File: config.mk
export PLATFORM = sky130hd
export DESIGN_NAME = fpadd_vector_driver_flat
export DESIGN_NICKNAME = d
export VERILOG_FILES = /design/src/rtl/fpadd_vector_driver_if.sv /design/src/rtl/fpadd_vector_driver.sv /design/src/flat_wrapper.sv
export SDC_FILE = /design/constraint.sdc
export NUM_CORES = 1
export LEC_CHECK = 0
export ABC_CLOCK_PERIOD_IN_PS = 4160
export CAP_MARGIN = 20
export CORE_ASPECT_RATIO = 0.8
export CORE_MARGIN = 8
export CORE_UTILIZATION = 40
export DETAILED_ROUTE_END_ITERATION = 12
export GPL_ROUTABILITY_DRIVEN = 0
export GPL_TIMING_DRIVEN = 0
export PLACE_DENSITY = 0.77
export SLEW_MARGIN = 25
export SYNTH_ARGS = -nofsm -noshare
export SYNTH_HDL_FRONTEND = slang
export SYNTH_SLANG_ARGS = --single-unit
File: constraint.sdc
create_clock -name clk -period 4.16 [get_ports clk]
set_input_delay 1.04 -clock clk [delete_from_list [all_inputs] [get_ports clk]]
set_output_delay 1.04 -clock clk [all_outputs]
set_load 0.05 [all_outputs]
File: src/rtl/fpadd_vector_driver_if.sv
// fpadd_vector_driver_if: start/ROM/adder/status bundle between the vector driver and its surroundings.
interface fpadd_vector_driver_if #(
    parameter int ADDR_W = 4,
    parameter int CNT_W  = 16
);
    logic              start;
    logic [ADDR_W-1:0] vec_addr;
    logic [95:0]       vec_data;
    logic [31:0]       reg_A;
    logic [31:0]       reg_B;
    logic [31:0]       result;
    logic              busy;
    logic              done;
    logic              mismatch;
    logic [CNT_W-1:0]  err_count;
    logic [ADDR_W-1:0] first_err_idx;
    modport master (
        input  start, vec_data, result,
        output vec_addr, reg_A, reg_B, busy, done, mismatch, err_count, first_err_idx
    );
    modport slave (
        output start, vec_data, result,
        input  vec_addr, reg_A, reg_B, busy, done, mismatch, err_count, first_err_idx
    );
endinterface

File: src/rtl/fpadd_vector_driver.sv
// fpadd_vector_driver: walks a ROM of {A, B, expected} vectors through the adder and tallies mismatches.
module fpadd_vector_driver #(
    parameter int NUM_VEC = 11,
    parameter int ADDR_W  = 4,
    parameter int LATENCY = 2,
    parameter int CNT_W   = 16
) (
    input  logic                   clk,
    input  logic                   reset,
    fpadd_vector_driver_if.master  bus
);
    localparam int WW = (LATENCY > 1) ? $clog2(LATENCY) : 1;
    typedef enum logic [2:0] {IDLE, FETCH, LOAD, WAIT, CHECK, DONE} state_e;
    state_e            state_q;
    logic [ADDR_W-1:0] idx_q;
    logic [ADDR_W-1:0] first_err_idx_q;
    logic [WW-1:0]     wcnt_q;
    logic [31:0]       reg_a_q;
    logic [31:0]       reg_b_q;
    logic [31:0]       exp_q;
    logic [CNT_W-1:0]  err_count_q;
    logic [CNT_W-1:0]  err_count_d;
    logic              busy_q;
    logic              done_q;
    logic              mismatch_q;
    assign err_count_d = &err_count_q ? err_count_q : err_count_q + 1'b1;
    // The ROM address is simply the current index; the ROM read lands in LOAD.
    assign bus.vec_addr      = idx_q;
    assign bus.reg_A         = reg_a_q;
    assign bus.reg_B         = reg_b_q;
    assign bus.busy          = busy_q;
    assign bus.done          = done_q;
    assign bus.mismatch      = mismatch_q;
    assign bus.err_count     = err_count_q;
    assign bus.first_err_idx = first_err_idx_q;
    always_ff @(posedge clk or posedge reset) begin
        if (reset) begin
            state_q         <= IDLE;
            idx_q           <= '0;
            first_err_idx_q <= '0;
            wcnt_q          <= '0;
            reg_a_q         <= '0;
            reg_b_q         <= '0;
            exp_q           <= '0;
            err_count_q     <= '0;
            busy_q          <= 1'b0;
            done_q          <= 1'b0;
            mismatch_q      <= 1'b0;
        end else begin
            mismatch_q <= 1'b0;
            case (state_q)
                IDLE, DONE: if (bus.start) begin
                    state_q         <= FETCH;
                    idx_q           <= '0;
                    err_count_q     <= '0;
                    first_err_idx_q <= '0;
                    done_q          <= 1'b0;
                    busy_q          <= 1'b1;
                end
                FETCH: state_q <= LOAD;
                LOAD: begin
                    reg_a_q <= bus.vec_data[95:64];
                    reg_b_q <= bus.vec_data[63:32];
                    exp_q   <= bus.vec_data[31:0];
                    wcnt_q  <= WW'(LATENCY - 1);
                    state_q <= WAIT;
                end
                // Result is sampled on the edge entering CHECK, LATENCY cycles after LOAD.
                WAIT: if (wcnt_q == '0) begin
                    state_q <= CHECK;
                    if (bus.result != exp_q) begin
                        mismatch_q  <= 1'b1;
                        err_count_q <= err_count_d;
                        if (err_count_q == '0) first_err_idx_q <= idx_q;
                    end
                end else begin
                    wcnt_q <= wcnt_q - 1'b1;
                end
                CHECK: if (idx_q == ADDR_W'(NUM_VEC - 1)) begin
                    state_q <= DONE;
                    busy_q  <= 1'b0;
                    done_q  <= 1'b1;
                end else begin
                    idx_q   <= idx_q + 1'b1;
                    state_q <= FETCH;
                end
                default: state_q <= IDLE;
            endcase
        end
    end
endmodule

File: src/flat_wrapper.sv
// flat-port wrapper written by rule: the top's interface ports become plain ports
module fpadd_vector_driver_flat 
#(
    parameter int NUM_VEC = 11,
    parameter int ADDR_W  = 4,
    parameter int LATENCY = 2,
    parameter int CNT_W   = 16
)
  (clk, reset, bus_start, bus_vec_data, bus_result, bus_vec_addr, bus_reg_A, bus_reg_B, bus_busy, bus_done, bus_mismatch, bus_err_count, bus_first_err_idx);
  fpadd_vector_driver_if #(.ADDR_W(ADDR_W), .CNT_W(CNT_W)) bus_i ();
  input  logic clk;
  input  logic reset;
  input wire logic [$bits(bus_i.start)-1:0] bus_start;
  input wire logic [$bits(bus_i.vec_data)-1:0] bus_vec_data;
  input wire logic [$bits(bus_i.result)-1:0] bus_result;
  output wire logic [$bits(bus_i.vec_addr)-1:0] bus_vec_addr;
  output wire logic [$bits(bus_i.reg_A)-1:0] bus_reg_A;
  output wire logic [$bits(bus_i.reg_B)-1:0] bus_reg_B;
  output wire logic [$bits(bus_i.busy)-1:0] bus_busy;
  output wire logic [$bits(bus_i.done)-1:0] bus_done;
  output wire logic [$bits(bus_i.mismatch)-1:0] bus_mismatch;
  output wire logic [$bits(bus_i.err_count)-1:0] bus_err_count;
  output wire logic [$bits(bus_i.first_err_idx)-1:0] bus_first_err_idx;
  assign bus_i.start = bus_start;
  assign bus_i.vec_data = bus_vec_data;
  assign bus_i.result = bus_result;
  assign bus_vec_addr = bus_i.vec_addr;
  assign bus_reg_A = bus_i.reg_A;
  assign bus_reg_B = bus_i.reg_B;
  assign bus_busy = bus_i.busy;
  assign bus_done = bus_i.done;
  assign bus_mismatch = bus_i.mismatch;
  assign bus_err_count = bus_i.err_count;
  assign bus_first_err_idx = bus_i.first_err_idx;
  fpadd_vector_driver #(.NUM_VEC(NUM_VEC), .ADDR_W(ADDR_W), .LATENCY(LATENCY), .CNT_W(CNT_W)) u_core (.clk(clk), .reset(reset), .bus(bus_i));
endmodule
# Yosys cells after proc, flatten, opt, wreduce, memory -nomap -nowiden
# Cells that the tools add are included.
# Widths: inputs -> output; s select.
[totals] reg_bits=127 latchBits=0 ram_bits=0 romBits=0 word_cells=67 n_memories=0
[op_classes] addsub=3 multipliers=0 div_mod_pow=0 n_lt_le_gt_ge=0 n_eq_ne=14 n_shift=0 mux=27 n_bitwise=0 reduce_logical=12
[ops] operator="$mux 16" count=4
[ops] operator="$ne 32x32->1" count=1
[ops] operator="$pmux 16 s2" count=1
[ops] operator="$mux 4" count=5
[ops] operator="$add 16x1->16 const B" count=1
[ops] operator="$logic_not 16->1" count=1
[ops] operator="$pmux 4 s2" count=2
[ops] operator="$reduce_and 16->1" count=1
[ops] operator="$pmux 3 s5" count=1
[ops] operator="$reduce_and 5->1" count=2
[ops] operator="$mux 3" count=3
[ops] operator="$mux 1" count=8
[ops] operator="$ne 2x2->1 const B" count=4
[ops] operator="$eq 3x2->1 const B" count=2
[ops] operator="$eq 3x3->1 const B" count=2
[ops] operator="$ne 2x1->1 const B" count=3
[ops] operator="$pmux 1 s2" count=3
[ops] operator="$reduce_and 3->1" count=2
[ops] operator="$reduce_bool 2->1" count=3
[ops] operator="$add 4x1->4 const B" count=1
[ops] operator="$eq 4x4->1 const B" count=1
[ops] operator="$eq 3x1->1 const B" count=1
[ops] operator="$logic_not 3->1" count=1
[ops] operator="$reduce_and 2->1" count=1
[ops] operator="other kinds (2)" count=2

# Logic depth before layout (Yosys ltp)
[logic_depth] ltp_word=5 ltp_mapped=8 ltp_nobuf=8

# Worst setup path after synthesis
# Ideal clock, no wire load.
[synth_timing] path_type="input to register" startpoint="in bus_result[18]" endpoint="reg u_core.err_count_q[13], in the netlist u_core.bus.err_count[13]" setup_ps=120 t_arrival_ps=2309 required_time_ps=4040 setup_slack_ps=1731 cell_stages=7 n_path_buf=1 path_cell_list="xor2_1 -> nor4_1 -> nand4_1 -> nor2_2 -> buf_2 -> o21ai_0 -> a31o_2"
[synth_via] elab_chain_len=3
[synth_lines] item="start: declaration" line_no="flat_wrapper.sv:15" text="input wire logic [$bits(bus_i.result)-1:0] bus_result;"
[synth_lines] item="$ne 32x32->1" line_no="fpadd_vector_driver.sv:71" text="if (bus.result != exp_q) begin"
[synth_lines] item="$ne 2x1->1 (no line)"
[synth_lines] item="$reduce_and 5->1 (no line)"
[synth_lines] item="end signal: assignment" line_no="fpadd_vector_driver.sv:73" text="err_count_q <= err_count_d;"
[synth_lines] item="end: declaration" line_no="fpadd_vector_driver.sv:21" text="logic [CNT_W-1:0] err_count_q;"
# Every way passes these cells.
# A chain may end at the register's enable or synchronous reset.

# Final worst setup path
[layout_timing] startpoint="in bus_result[17]" endpoint="reg u_core.err_count_q[15], in the netlist u_core.bus.err_count[15]"
# The elaborated chain is that of the path after synthesis.

==> impl_metrics.py <==
metrics = {
    "routing": {
        "viasPerCell": 5.116,
        "drt_iter0_markers": 272,
        "via_count": 4553,
        "wl_um": 17630,
        "first_pass_iters": 4,
        "wl_per_cell_um": 19.81,
        "final_antenna_net_count": 0,
        "drc_errors": 0,
    },
    "clock_tree": {
        "cts.sinks": 127,
        "cts.clk_slew.worst_paths_ns": 0.05,
        "clockRootBuffer": "clkbuf_16",
        "cts_setup_buffers": 0,
        "max-clock-path-buffers": 2,
        "tritoncts": "built",
        "cts-buffers-inserted": 17,
        "htree_levels": 4,
        "clk_latency_ns": 0.41,
        "cts_resized": 0,
        "postCtsHoldBufs": 0,
    },
    "synthesis": {
        "postSynthCellCount": 449,
        "synth_seq_cells": 127,
        "synth-simple-area-share": 0.1015,
        "synth.distinct_cells": 49,
        "synth_top_family_by_area": "multiplexers",
        "yosysWarnings": 0,
        "synth_nets": 584,
        "synth-adder-area-share": 0.008713,
        "synthMuxAreaShare": 0.2004,
        "async_reset_ff_frac": 1.000,
        "synth_area_mm2": 0.005744,
        "ys_seq_area_frac": 0.5533,
        "synth_edf_count": 0,
        "synth.avg_cell_area_um2": 12.79,
        "synth_compound_area_frac": 0.05859,
        "ys.flop_type": "dfrtp_1",
        "synth_xor_area_frac": 0.05184,
    },
    "run": {
        "cap_viol_max_count": 0,
    },
    "sta": {
        "slew_headroom": 0.5880,
        "fin_crit_sh": 0.7644,
        "finalSetupViolCount": 0,
        "finalSetupTns_ns": 0,
        "drv_slew": 0,
        "finClkSkew_ns": 0.007469,
        "hold_violations": 0,
        "rsz0062_at_grt": "no",
        "worstMarginPinSlew_ns": 0.6161,
        "fmax_mhz": 314.5,
        "min_period_ns": 3.180,
    },
    "worst_setup_path": {
        "crit_family": "simple AND/OR/NAND/NOR gates",
        "worstSetupPathType": "input port to flip-flop",
        "critPathSlowestCell": "nor4_1",
        "reg2reg_slack_ns": 1.65,
        "cpPeakStageDelay_ns": 0.48,
        "crit_chain": "clkdlybuf4s50_1 -> xor2_1 -> nor4_1 -> nand4_1 -> nor2_2 -> buf_2 -> o21ai_0 -> a31o_2",
        "crit_fanout": 10,
        "required_ns": 4.46,
        "start_kind": "input port",
        "crit_arrival_ns": 3.48,
        "cp-end-kind": "flip-flop",
        "crit_buf_inv": 2,
    },
    "global_route": {
        "grt_pass1_vias": 5129,
        "grt_antenna_before_repair": 0,
        "grt_max_degree": 33,
        "grt_pass1_wl_um": 27720,
        "grt_use_total": 0.1969,
        "grt_remaining_overflow": 0,
    },
    "floorplanning": {
        "die_height_um": 123.2,
        "core_mm2": 0.01415,
        "initial_utilization": 0.4059,
        "die_w_um": 150.0,
        "rows": 39,
        "ios": 222,
        "dieArea_mm2": 0.01848,
    },
    "placement": {
        "portBuffers": 221,
        "place_hpwl_um": 13680,
        "post-place-cells": 858,
        "placed_area_mm2": 0.008285,
    },
    "cells_and_area": {
        "design_area_mm2": 0.008879,
        "drive_gt1_frac": 0.2394,
        "n_fill_cell": 1088,
        "areaGrowthSynthToFinish_pct": 54.56,
        "layout_common_cells": "221 x clkdlybuf4s50_1, 127 x dfrtp_1, 96 x mux2_2, 32 x xor2_1, 25 x nand2_1",
        "final-instance-count-excl-fill": 890,
        "layout_commonest_cell": "clkdlybuf4s50_1",
        "n_antenna_cell": 0,
        "final_nets": 828,
    },
    "run_status": {
        "status": "finished, final reports clean",
    },
    "power_and_ir_drop": {
        "cellPowerDensity_mw_per_mm2": 907.5,
        "cellLeakagePower_nw": 3.635,
        "ir_drop_mv": 0.7533,
        "p_total_w": 0.008057,
    },
    "worst_hold_path": {
        "hold_class": "flip-flop to flip-flop",
    },
}
-- layer usage --
layer | part of all wire | track usage | vias up | wire, um
li1 | - | - | 2103 | -
met1 | 0.38 | 0.2118 | 2230 | 6684
met2 | 0.48 | 0.3343 | 200 | 8525
met3 | 0.12 | 0.1035 | 20 | 2186
met4 | 0.013 | 0.05732 | 0 | 235
met5 | 0 | 0 | - | 0
-- path summary, 6_finish.rpt --
kind,start,cells after the start,endpoint
worst max-delay path,bus_result[17],8,u_core.bus.err_count[15]$_DFFE_PP0P_
worst min-delay path,u_core.bus.reg_B[23]$_DFFE_PP0P_,1,u_core.bus.reg_B[23]$_DFFE_PP0P_
worst max register to register,u_core.exp_q[17]$_DFFE_PP0P_,7,u_core.bus.err_count[15]$_DFFE_PP0P_
worst min register to register,u_core.bus.reg_B[23]$_DFFE_PP0P_,1,u_core.bus.reg_B[23]$_DFFE_PP0P_
max in group asynchronous,reset,4,u_core.bus.err_count[0]$_DFFE_PP0P_
min in group asynchronous,reset,2,u_core.bus.reg_B[30]$_DFFE_PP0P_
-- sequential cells by signal, summed over array words and instances, names as in the netlist --
| signal | flops |
|---|---|
| u_core.bus.vec_addr | 4 |
| u_core.bus.mismatch | 1 |
| u_core.state_q | 3 |
| u_core.bus.first_err_idx | 4 |
| u_core.bus.err_count | 16 |
| u_core.wcnt_q | 1 |
| u_core.bus.done | 1 |
| u_core.exp_q | 32 |
| u_core.bus.reg_A | 32 |
| u_core.bus.reg_B | 32 |
| u_core.bus.busy | 1 |
-- cell families (layout without fill, tap and decap cells) --
kind of cell | Yosys count | count (layout)
AND/OR/NAND/NOR | 104 | 104
adder cells (fa/ha/maj) | 4 | 4
multiplexers | 103 | 103
XOR/XNOR | 34 | 34
buffers and inverters | 32 | 289
AO/OA/AOI/OAI | 45 | 45
flip-flops | 127 | 127
-- Yosys cell counts (2+ instances only) --
cell type / count / area (um2)
dfrtp_1: 127 / 3178
mux2_2: 96 / 1081
xor2_1: 32 / 280.3
nand2_1: 25 / 93.84
buf_2: 14 / 70.07
nor2_1: 14 / 52.55
o21ai_0: 14 / 70.07
nor4_1: 13 / 81.33
nand3_1: 12 / 60.06
a31o_2: 9 / 78.83
inv_1: 8 / 30.03
mux2i_1: 7 / 70.07
clkbuf_1: 6 / 22.52
nand4_1: 6 / 37.54
o41ai_1: 5 / 43.79
and2_1: 4 / 25.02
ha_1: 4 / 50.05
o211ai_1: 4 / 30.03
or4_1: 4 / 30.03
nand2b_1: 3 / 18.77
nand3b_1: 3 / 22.52
a21oi_1: 2 / 10.01
buf_4: 2 / 15.01
clkbuf_2: 2 / 10.01
nand3_2: 2 / 20.02
nor2b_1: 2 / 12.51
nor3_1: 2 / 10.01
nor3b_1: 2 / 15.01
o41a_1: 2 / 22.52
or2_2: 2 / 12.51
or3_1: 2 / 12.51
xnor2_1: 2 / 17.52
-- through the flow --
step,hold WS (ns),worst slack (ns),utilization
floorplan,0.5011,1.553,-
global placement,0.4892,0.4108,0.5788
detailed placement,0.4948,0.6158,0.5855
CTS,0.5085,1.028,0.6274
global route,0.5221,0.8619,0.6274
finish,0.5023,0.9802,0.6274
-- power breakdown --
part,switching [W],leakage [nW],internal [W]
Sequential,0.000445,1.52,0.00184
Combinational,0.00254,1.83,0.00176
Clock,0.000550,0.283,0.000916
Total,0.00354,3.63,0.00452
-- area by class of cell --
class                           instances  area (um2)  area share
Timing Repair Buffer                  225        2307      0.2599
Tap cell                              184       230.2     0.02593
Clock buffer                           20       456.7     0.05144
Inverter                                8       33.78    0.003805
Buffer                                 24       117.6     0.01325
Sequential cell                       127        3178      0.3579
Multi-Input combinational cell        290        2419      0.2724
Clock inverter                         12       136.4     0.01536
No activity file was read; power rests on OpenSTA's default activity.
